===== src/rtl/multicycle_control_unit_pkg.sv =====
// Shared constants for the multi-cycle RV32I control unit.
// Holds the FSM state enum, ALU_ctrl encodings, opcode constants,
// select encodings and the opcode -> instruction-class helper.
package core_ctrl_pkg;

  typedef enum logic [2:0] {
    S_FETCH, S_DECODE, S_EXECUTE, S_MEM, S_WRITEBACK, S_HALT
  } state_t;

  typedef enum logic [3:0] {
    CLS_NONE, CLS_R, CLS_I, CLS_LOAD, CLS_STORE,
    CLS_BRANCH, CLS_LUI, CLS_JAL, CLS_JALR
  } op_class_t;

  localparam logic [3:0] ALU_ADD = 4'b0000;
  localparam logic [3:0] ALU_SUB = 4'b0001;
  localparam logic [3:0] ALU_AND = 4'b0010;
  localparam logic [3:0] ALU_OR  = 4'b0011;
  localparam logic [3:0] ALU_SLL = 4'b0100;
  localparam logic [3:0] ALU_SLT = 4'b0101;
  localparam logic [3:0] ALU_SRL = 4'b0110;
  localparam logic [3:0] ALU_SRA = 4'b0111;
  localparam logic [3:0] ALU_BGE = 4'b1000;
  localparam logic [3:0] ALU_XOR = 4'b1001;

  localparam logic [6:0] OP_R      = 7'b0110011;
  localparam logic [6:0] OP_I      = 7'b0010011;
  localparam logic [6:0] OP_LOAD   = 7'b0000011;
  localparam logic [6:0] OP_STORE  = 7'b0100011;
  localparam logic [6:0] OP_BRANCH = 7'b1100011;
  localparam logic [6:0] OP_LUI    = 7'b0110111;
  localparam logic [6:0] OP_JAL    = 7'b1101111;
  localparam logic [6:0] OP_JALR   = 7'b1100111;

  localparam logic [2:0] IMM_I = 3'd0;
  localparam logic [2:0] IMM_S = 3'd1;
  localparam logic [2:0] IMM_B = 3'd2;
  localparam logic [2:0] IMM_U = 3'd3;
  localparam logic [2:0] IMM_J = 3'd4;

  localparam logic [1:0] RES_ALU = 2'd0;
  localparam logic [1:0] RES_MEM = 2'd1;
  localparam logic [1:0] RES_PC4 = 2'd2;
  localparam logic [1:0] RES_IMM = 2'd3;

  localparam logic [1:0] PC_PLUS4 = 2'd0;
  localparam logic [1:0] PC_REL   = 2'd1;
  localparam logic [1:0] PC_ALU   = 2'd2;

  function automatic op_class_t op_class(input logic [6:0] opcode);
    case (opcode)
      OP_R:      return CLS_R;
      OP_I:      return CLS_I;
      OP_LOAD:   return CLS_LOAD;
      OP_STORE:  return CLS_STORE;
      OP_BRANCH: return CLS_BRANCH;
      OP_LUI:    return CLS_LUI;
      OP_JAL:    return CLS_JAL;
      OP_JALR:   return CLS_JALR;
      default:   return CLS_NONE;
    endcase
  endfunction

endpackage


===== src/rtl/multicycle_control_unit_if.sv =====
// Control-unit <-> datapath/cache bus.
// master: control unit (drives ALU controls, selects, strobes, status).
// slave : datapath side (drives instr, eq, dmem_ready).
interface multicycle_control_unit_if #(
  parameter int Data_Width  = 32,
  parameter int Count_Width = 32
);
  logic [Data_Width-1:0]  instr;
  logic                   eq;
  logic                   dmem_ready;
  logic [3:0]             ALU_ctrl;
  logic                   alu_src_b;
  logic [2:0]             imm_src;
  logic [1:0]             result_src;
  logic [1:0]             pc_src;
  logic                   ir_write;
  logic                   pc_write;
  logic                   reg_write;
  logic                   dmem_req;
  logic                   mem_write;
  logic                   illegal;
  logic [Count_Width-1:0] instret;

  modport master (
    input  instr, eq, dmem_ready,
    output ALU_ctrl, alu_src_b, imm_src, result_src, pc_src, ir_write,
           pc_write, reg_write, dmem_req, mem_write, illegal, instret
  );

  modport slave (
    output instr, eq, dmem_ready,
    input  ALU_ctrl, alu_src_b, imm_src, result_src, pc_src, ir_write,
           pc_write, reg_write, dmem_req, mem_write, illegal, instret
  );
endinterface


===== src/rtl/multicycle_control_unit_alu_op_decoder.sv =====
// Combinational ALU operation decoder.
// Inputs : cls (instruction class), funct3, f7b (funct7[5] for R-type,
//          imm[10] for I-type; both live in instr[30]).
// Outputs: alu_ctrl (4-bit ALU op), legal (class/funct combination supported).
module alu_op_decoder
  import core_ctrl_pkg::*;
(
  input  op_class_t  cls,
  input  logic [2:0] funct3,
  input  logic       f7b,
  output logic [3:0] alu_ctrl,
  output logic       legal
);

  logic is_r;
  assign is_r = (cls == CLS_R);

  always_comb begin
    alu_ctrl = ALU_ADD;
    legal    = 1'b1;
    case (cls)
      CLS_R, CLS_I: begin
        // For I-type the f7b bit is immediate data except on shifts.
        case (funct3)
          3'd0: alu_ctrl = (is_r && f7b) ? ALU_SUB : ALU_ADD;
          3'd1: begin alu_ctrl = ALU_SLL; legal = !f7b; end
          3'd2: begin alu_ctrl = ALU_SLT; legal = !is_r || !f7b; end
          3'd4: begin alu_ctrl = ALU_XOR; legal = !is_r || !f7b; end
          3'd5: alu_ctrl = f7b ? ALU_SRA : ALU_SRL;
          3'd6: begin alu_ctrl = ALU_OR;  legal = !is_r || !f7b; end
          3'd7: begin alu_ctrl = ALU_AND; legal = !is_r || !f7b; end
          default: legal = 1'b0; // sltu/sltiu not supported by the ALU
        endcase
      end
      CLS_LOAD, CLS_STORE: legal = (funct3 == 3'd2); // word access only
      CLS_JALR:            legal = (funct3 == 3'd0);
      CLS_BRANCH: begin
        case (funct3)
          3'd0, 3'd1: alu_ctrl = ALU_SUB;
          3'd4:       alu_ctrl = ALU_SLT;
          3'd5:       alu_ctrl = ALU_BGE;
          default:    legal = 1'b0;
        endcase
      end
      CLS_LUI, CLS_JAL: legal = 1'b1;
      default:          legal = 1'b0;
    endcase
  end

endmodule


===== src/rtl/multicycle_control_unit.sv =====
// Multi-cycle RV32I control FSM (FETCH/DECODE/EXECUTE/MEM/WRITEBACK/HALT).
// Ports: clk, rst (async active-high), bus (master modport): instr, eq,
// dmem_ready in; ALU_ctrl, alu_src_b, imm_src, result_src, pc_src,
// ir_write, pc_write, reg_write, dmem_req, mem_write, illegal, instret out.
// State, IR copy, illegal and instret are registers; the strobes and
// selects are decoded from them so they line up with the current state.
module multicycle_control_unit
  import core_ctrl_pkg::*;
#(
  parameter int Data_Width  = 32,
  parameter int Count_Width = 32
) (
  input  logic                   clk,
  input  logic                   rst,
  multicycle_control_unit_if.master bus
);

  state_t                 state;
  logic [Data_Width-1:0]  ir;
  logic                   illegal_q;
  logic [Count_Width-1:0] instret_q;

  op_class_t  cls;
  logic [2:0] funct3;
  logic [3:0] dec_alu;
  logic       dec_legal;
  logic       taken;

  assign cls    = op_class(ir[6:0]);
  assign funct3 = ir[14:12];

  logic unused_ir_bits;
  assign unused_ir_bits = ^{ir[Data_Width-1:31], ir[29:15], ir[11:7]};

  alu_op_decoder u_dec (
    .cls      (cls),
    .funct3   (funct3),
    .f7b      (ir[30]),
    .alu_ctrl (dec_alu),
    .legal    (dec_legal)
  );

  // ALU compares as sub/slt/bge; only bne wants the inverted flag.
  assign taken = (funct3 == 3'd1) ? !bus.eq : bus.eq;

  always_ff @(posedge clk or posedge rst) begin
    if (rst) begin
      state     <= S_FETCH;
      ir        <= '0;
      illegal_q <= 1'b0;
      instret_q <= '0;
    end else begin
      case (state)
        S_FETCH: begin
          ir    <= bus.instr;
          state <= S_DECODE;
        end
        S_DECODE: begin
          if (!dec_legal) begin
            state     <= S_HALT;
            illegal_q <= 1'b1;
          end else begin
            state <= S_EXECUTE;
          end
        end
        S_EXECUTE: begin
          case (cls)
            CLS_BRANCH: begin
              state     <= S_FETCH;
              instret_q <= instret_q + Count_Width'(1);
            end
            CLS_LOAD, CLS_STORE: state <= S_MEM;
            default:             state <= S_WRITEBACK;
          endcase
        end
        S_MEM: begin
          if (bus.dmem_ready) begin
            if (cls == CLS_STORE) begin
              state     <= S_FETCH;
              instret_q <= instret_q + Count_Width'(1);
            end else begin
              state <= S_WRITEBACK;
            end
          end
        end
        S_WRITEBACK: begin
          state     <= S_FETCH;
          instret_q <= instret_q + Count_Width'(1);
        end
        S_HALT:  state <= S_HALT;
        default: state <= S_FETCH;
      endcase
    end
  end

  logic [3:0] alu_ctrl_d;
  logic       alu_src_b_d, ir_write_d, pc_write_d, reg_write_d;
  logic       dmem_req_d, mem_write_d;
  logic [2:0] imm_src_d;
  logic [1:0] result_src_d, pc_src_d;

  always_comb begin
    alu_ctrl_d   = ALU_ADD;
    alu_src_b_d  = 1'b0;
    imm_src_d    = IMM_I;
    result_src_d = RES_ALU;
    pc_src_d     = PC_PLUS4;
    ir_write_d   = 1'b0;
    pc_write_d   = 1'b0;
    reg_write_d  = 1'b0;
    dmem_req_d   = 1'b0;
    mem_write_d  = 1'b0;
    case (state)
      // Reset forces FETCH asynchronously; keep ir_write quiet while held.
      S_FETCH: ir_write_d = !rst;
      S_DECODE, S_EXECUTE, S_MEM, S_WRITEBACK: begin
        alu_ctrl_d  = dec_alu;
        alu_src_b_d = cls inside {CLS_I, CLS_LOAD, CLS_STORE, CLS_JALR};
        case (cls)
          CLS_STORE:  imm_src_d = IMM_S;
          CLS_BRANCH: imm_src_d = IMM_B;
          CLS_LUI:    imm_src_d = IMM_U;
          CLS_JAL:    imm_src_d = IMM_J;
          default:    imm_src_d = IMM_I;
        endcase
        if (state == S_EXECUTE && cls == CLS_BRANCH) begin
          pc_write_d = 1'b1;
          pc_src_d   = taken ? PC_REL : PC_PLUS4;
        end
        if (state == S_MEM) begin
          dmem_req_d  = 1'b1;
          mem_write_d = (cls == CLS_STORE);
          // A store retires in the cycle the cache accepts it.
          pc_write_d  = (cls == CLS_STORE) && bus.dmem_ready;
        end
        if (state == S_WRITEBACK) begin
          reg_write_d = 1'b1;
          pc_write_d  = 1'b1;
          case (cls)
            CLS_LOAD:          result_src_d = RES_MEM;
            CLS_JAL, CLS_JALR: result_src_d = RES_PC4;
            CLS_LUI:           result_src_d = RES_IMM;
            default:           result_src_d = RES_ALU;
          endcase
          case (cls)
            CLS_JAL:  pc_src_d = PC_REL;
            CLS_JALR: pc_src_d = PC_ALU;
            default:  pc_src_d = PC_PLUS4;
          endcase
        end
      end
      default: ;
    endcase
  end

  assign bus.ALU_ctrl   = alu_ctrl_d;
  assign bus.alu_src_b  = alu_src_b_d;
  assign bus.imm_src    = imm_src_d;
  assign bus.result_src = result_src_d;
  assign bus.pc_src     = pc_src_d;
  assign bus.ir_write   = ir_write_d;
  assign bus.pc_write   = pc_write_d;
  assign bus.reg_write  = reg_write_d;
  assign bus.dmem_req   = dmem_req_d;
  assign bus.mem_write  = mem_write_d;
  assign bus.illegal    = illegal_q;
  assign bus.instret    = instret_q;

endmodule

===== src/flat_wrapper.sv =====
// flat-port wrapper written by rule: the top's interface ports become plain ports
module multicycle_control_unit_flat import core_ctrl_pkg::*;
#(
  parameter int Data_Width  = 32,
  parameter int Count_Width = 32
)
  (clk, rst, bus_instr, bus_eq, bus_dmem_ready, bus_ALU_ctrl, bus_alu_src_b, bus_imm_src, bus_result_src, bus_pc_src, bus_ir_write, bus_pc_write, bus_reg_write, bus_dmem_req, bus_mem_write, bus_illegal, bus_instret);
  multicycle_control_unit_if #(.Data_Width(Data_Width), .Count_Width(Count_Width)) bus_i ();
  input  logic clk;
  input  logic rst;
  input wire logic [$bits(bus_i.instr)-1:0] bus_instr;
  input wire logic [$bits(bus_i.eq)-1:0] bus_eq;
  input wire logic [$bits(bus_i.dmem_ready)-1:0] bus_dmem_ready;
  output wire logic [$bits(bus_i.ALU_ctrl)-1:0] bus_ALU_ctrl;
  output wire logic [$bits(bus_i.alu_src_b)-1:0] bus_alu_src_b;
  output wire logic [$bits(bus_i.imm_src)-1:0] bus_imm_src;
  output wire logic [$bits(bus_i.result_src)-1:0] bus_result_src;
  output wire logic [$bits(bus_i.pc_src)-1:0] bus_pc_src;
  output wire logic [$bits(bus_i.ir_write)-1:0] bus_ir_write;
  output wire logic [$bits(bus_i.pc_write)-1:0] bus_pc_write;
  output wire logic [$bits(bus_i.reg_write)-1:0] bus_reg_write;
  output wire logic [$bits(bus_i.dmem_req)-1:0] bus_dmem_req;
  output wire logic [$bits(bus_i.mem_write)-1:0] bus_mem_write;
  output wire logic [$bits(bus_i.illegal)-1:0] bus_illegal;
  output wire logic [$bits(bus_i.instret)-1:0] bus_instret;
  assign bus_i.instr = bus_instr;
  assign bus_i.eq = bus_eq;
  assign bus_i.dmem_ready = bus_dmem_ready;
  assign bus_ALU_ctrl = bus_i.ALU_ctrl;
  assign bus_alu_src_b = bus_i.alu_src_b;
  assign bus_imm_src = bus_i.imm_src;
  assign bus_result_src = bus_i.result_src;
  assign bus_pc_src = bus_i.pc_src;
  assign bus_ir_write = bus_i.ir_write;
  assign bus_pc_write = bus_i.pc_write;
  assign bus_reg_write = bus_i.reg_write;
  assign bus_dmem_req = bus_i.dmem_req;
  assign bus_mem_write = bus_i.mem_write;
  assign bus_illegal = bus_i.illegal;
  assign bus_instret = bus_i.instret;
  multicycle_control_unit #(.Data_Width(Data_Width), .Count_Width(Count_Width)) u_core (.clk(clk), .rst(rst), .bus(bus_i));
endmodule

===== config.mk =====
export PLATFORM = sky130hd
export DESIGN_NAME = multicycle_control_unit_flat
export DESIGN_NICKNAME = d
export VERILOG_FILES = /design/src/rtl/multicycle_control_unit_pkg.sv /design/src/rtl/multicycle_control_unit_if.sv /design/src/rtl/multicycle_control_unit_alu_op_decoder.sv /design/src/rtl/multicycle_control_unit.sv /design/src/flat_wrapper.sv
export SDC_FILE = /design/constraint.sdc
export NUM_CORES = 1
export LEC_CHECK = 0
export CAP_MARGIN = 20
export CORE_ASPECT_RATIO = 0.6
export CORE_MARGIN = 2
export CORE_UTILIZATION = 50
export CTS_CLUSTER_DIAMETER = 40
export DETAILED_ROUTE_END_ITERATION = 16
export PLACE_DENSITY = 0.85
export RECOVER_POWER = 50
export SLEW_MARGIN = 15
export SYNTH_ARGS = -nofsm -noshare
export SYNTH_HDL_FRONTEND = slang
export SYNTH_SLANG_ARGS = --single-unit

===== constraint.sdc =====
create_clock -name clk -period 4.01 [get_ports clk]
set_input_delay 0.802 -clock clk [delete_from_list [all_inputs] [get_ports clk]]
set_output_delay 0.802 -clock clk [all_outputs]
set_load 0.01 [all_outputs]

==> flow_summary_export.csv <==
group,metric,value,unit
outcome,status,"finished with violations",
outcome,violations,"max-capacitance violations, max-slew violations",
logic_synthesis,ys_seq_area_share,43.44,%
logic_synthesis,synth_compound_area_share,8.734,%
clock_tree,cts-resized-gates,0,
global_routing,grt_first_pass_wirelength,10.61,mm
clock_tree,post_cts_buffers,0,
logic_synthesis,synth_common_cells,"47 x dfrtp_1, 24 x xnor2_1, 20 x nor2_1, 19 x nand3_1, 17 x nand2_1",
logic_synthesis,synth_top_cell_area_share,43.44,%
clock_tree,numCtsBuffers,5,
timing,worstMarginPinSlew,2.525,ns
floorplan,design.portCount,86,
clock_tree,hold_buffers,0,
final_layout,nFillCells,400,
logic_synthesis,syn-cell-area,2708,um2
final_layout,syn_to_final_growth,29.07,%
logic_synthesis,ys_seq_elements,47,
clock_tree,clkTransAtPathRegs,0.09,ns
global_routing,grt_overflow,0,
route,route.detailed.drc,0,
critical_path,required,3.21,ns
route,ant_nets,0,
final_layout,drive_gt1_share,10.14,%
clock_tree,cts.sinks,47,
flow_run,cap_violations,1,
place,post-dp-hpwl,4.723,mm
route,num_vias,2337,
floorplan,core_area,5130,um2
global_routing,grt_max_degree,48,
power_and_ir_drop,vdd_ir_drop_max,0.0003664,V
critical_path,rrSetupSlack,1.23,ns
floorplan,die_height,61,um
power_and_ir_drop,power.leakage,0.001288,uW
final_layout,finalNetCount,381,
place,dp_slack,0.4492,ns
clock_tree,insertion_delay,0.30,ns
timing,post-route-period-util,96.50,%
power_and_ir_drop,p_total,1533,uW
route,via_per_inst,5.686,
floorplan,die_w,99,um
floorplan,dieArea,6039,um2
clock_tree,cts_tree,"done",
place,place_inst,403,
timing,setup_tns,0,ns
timing,min_period,3.870,ns
timing,setup_violations,0,
logic_synthesis,synth_nets,315,
logic_synthesis,synth_most_common_cell,"dfrtp_1",
logic_synthesis,ys.flop_type,"dfrtp_1",
logic_synthesis,muxShareOfSynthArea,4.529,%
route,drt-total-wl,6.393,mm
floorplan,start_util,52.78,%
critical_path,worstPathArrival,3.07,ns
logic_synthesis,synth_top_family_by_area,"simple AND/OR/NAND/NOR gates",
logic_synthesis,yosysUniqueCellTypes,55,
final_layout,antenna_cells,0,
place,numPortBuffers,64,
final_layout,fin_cells,411,
global_routing,grt_pass1_vias,2159,
timing,drv_slew,48,
timing,max_slew_margin,-68.32,%
logic_synthesis,synth_area_leaders,"dfrtp_1 43%, xnor2_1 7.8%, mux2_2 4.2%, xor2_1 3.6%, nand3_1 3.5%",
place,gp_congestion,0.8924,
global_routing,grt_use_total,22.53,%
logic_synthesis,yosys.area_share.xor_xnor,11.92,%
critical_path,crit_type,"primary input to output port",
logic_synthesis,synth_edf_count,0,
route,drt_iter0_markers,181,
logic_synthesis,synth-simple-area-share,26.71,%
clock_tree,htreeDepth,2,
clock_tree,ctsRootBufferMaster,"clkbuf_8",
timing,skew,0.005677,ns
critical_path,path_max_fanout,11,
worst_hold_path,worst_hold_path_type,"flip-flop to flip-flop",
timing,fmax,258.4,MHz
timing,hold_viol,0,
floorplan,core.rowCount,20,
route,wire_per_inst,15.55,um
logic_synthesis,netlist_instances,278,
critical_path,crit_path_start_kind,"primary input",
timing,grt_setup_unrepaired,"false",
power_and_ir_drop,power_density,438.7,nW/um2
critical_path,cp-end-kind,"output port",
logic_synthesis,yosysWarnings,0,
clock_tree,clk_path_buf_depth,2,
global_routing,antenna_found_initial,0,
timing,setup_ws,0.1404,ns
logic_synthesis,async_flop_share,100.0,%
route,dr.pass1.iters,4,
logic_synthesis,synth_top_area_cell,"dfrtp_1",
logic_synthesis,synth_area_per_cell,9.740,um2
logic_synthesis,synth_fa_ha_area_share,0.8318,%
==> routing by layer <==
| metal | share of wire (%) | global-route usage (%) |
|---|---|---|
| met1 | 51 | 33.63 |
| met2 | 43 | 34.94 |
| met3 | 5.4 | 3.456 |
| met4 | 0.74 | 5.871 |
| met5 | 0 | 0 |
==> metrics by stage <==
stage / utilization (%) / hold WS (ns) / cell area (um2)
after global routing: 68.12 / 0.5048 / 3495
final: 68.12 / 0.4696 / 3495
after CTS: 68.46 / 0.4747 / 3512
after detailed placement: 66.76 / 0.4516 / 3425
after global placement: 66.76 / 0.4526 / 3425
after floorplan: - / 0.4973 / 2708
==> sequential cells by signal, indices dropped and copies added, names as in the netlist <==
name,flops
u_core.bus.illegal,1
u_core.state,3
u_core.bus.instret,32
u_core.ir,11
==> critical path, cell delays in order <==
cell             delay, ns
clkdlybuf4s50_1       0.49
inv_1                 0.06
or4_4                 0.55
and2_0                0.40
inv_1                 0.21
clkdlybuf4s50_1       0.55
==> area by class of cell <==
cell class / instances / area (um2) / share of cell area, %
Inverter: 10 / 37.54 / 1.074
Multi-Input combinational cell: 208 / 1425 / 40.78
Sequential cell: 47 / 1176 / 33.66
Tap cell: 66 / 82.58 / 2.363
Timing Repair Buffer: 72 / 685.7 / 19.62
Clock buffer: 5 / 68.82 / 1.969
Clock inverter: 3 / 18.77 / 0.5371
==> logic make-up after synthesis <==
| kind of cell | count (synthesis) |
|---|---|
| and+or+nand+nor | 125 |
| xor gates and xnor gates | 36 |
| DFF | 47 |
| buffers and inverters | 23 |
| adders and majority gates | 2 |
| AOI/OAI and AO/OA | 34 |
| muxes | 11 |
==> worst paths after layout <==
kind	start	endpoint	cells after the start
max	bus_dmem_ready	bus_pc_write	6
min	u_core.bus.illegal	u_core.bus.illegal	2
max reg2reg	u_core.ir[2]	u_core.bus.instret[9]	5
min reg2reg	u_core.bus.illegal	u_core.bus.illegal	2
max in group asynchronous	rst	u_core.ir[2]	3
min in group asynchronous	rst	u_core.bus.instret[13]	3
==> layout by cell type (no fill, tap or decap), types with 3 or more instances in the layout <==
| cell type | count |
|---|---|
| xor2_1 | 11 |
| and3_1 | 5 |
| a21oi_1 | 10 |
| nand2b_1 | 4 |
| nand3_1 | 19 |
| nor3b_1 | 3 |
| inv_1 | 8 |
| dfrtp_1 | 47 |
| nand4_1 | 13 |
| mux2_2 | 10 |
| nor4_1 | 6 |
| xnor2_1 | 24 |
| nand2_1 | 17 |
| or2_2 | 3 |
| buf_4 | 4 |
| clkdlybuf4s50_1 | 51 |
| clkbuf_1 | 4 |
| dlygate4sd3_1 | 13 |
| o21ai_0 | 6 |
| nor2_1 | 20 |
| clkbuf_8 | 5 |
| nand3b_1 | 3 |
| nor3_1 | 14 |
==> power breakdown <==
| part | internal [uW] | switching [uW] | total, uW |
|---|---|---|---|
| clock network | 123 | 161 | 284 |
| registers | 557 | 171 | 727 |
| logic | 255 | 266 | 522 |
Note: power is estimated with default switching activity, not from simulation.
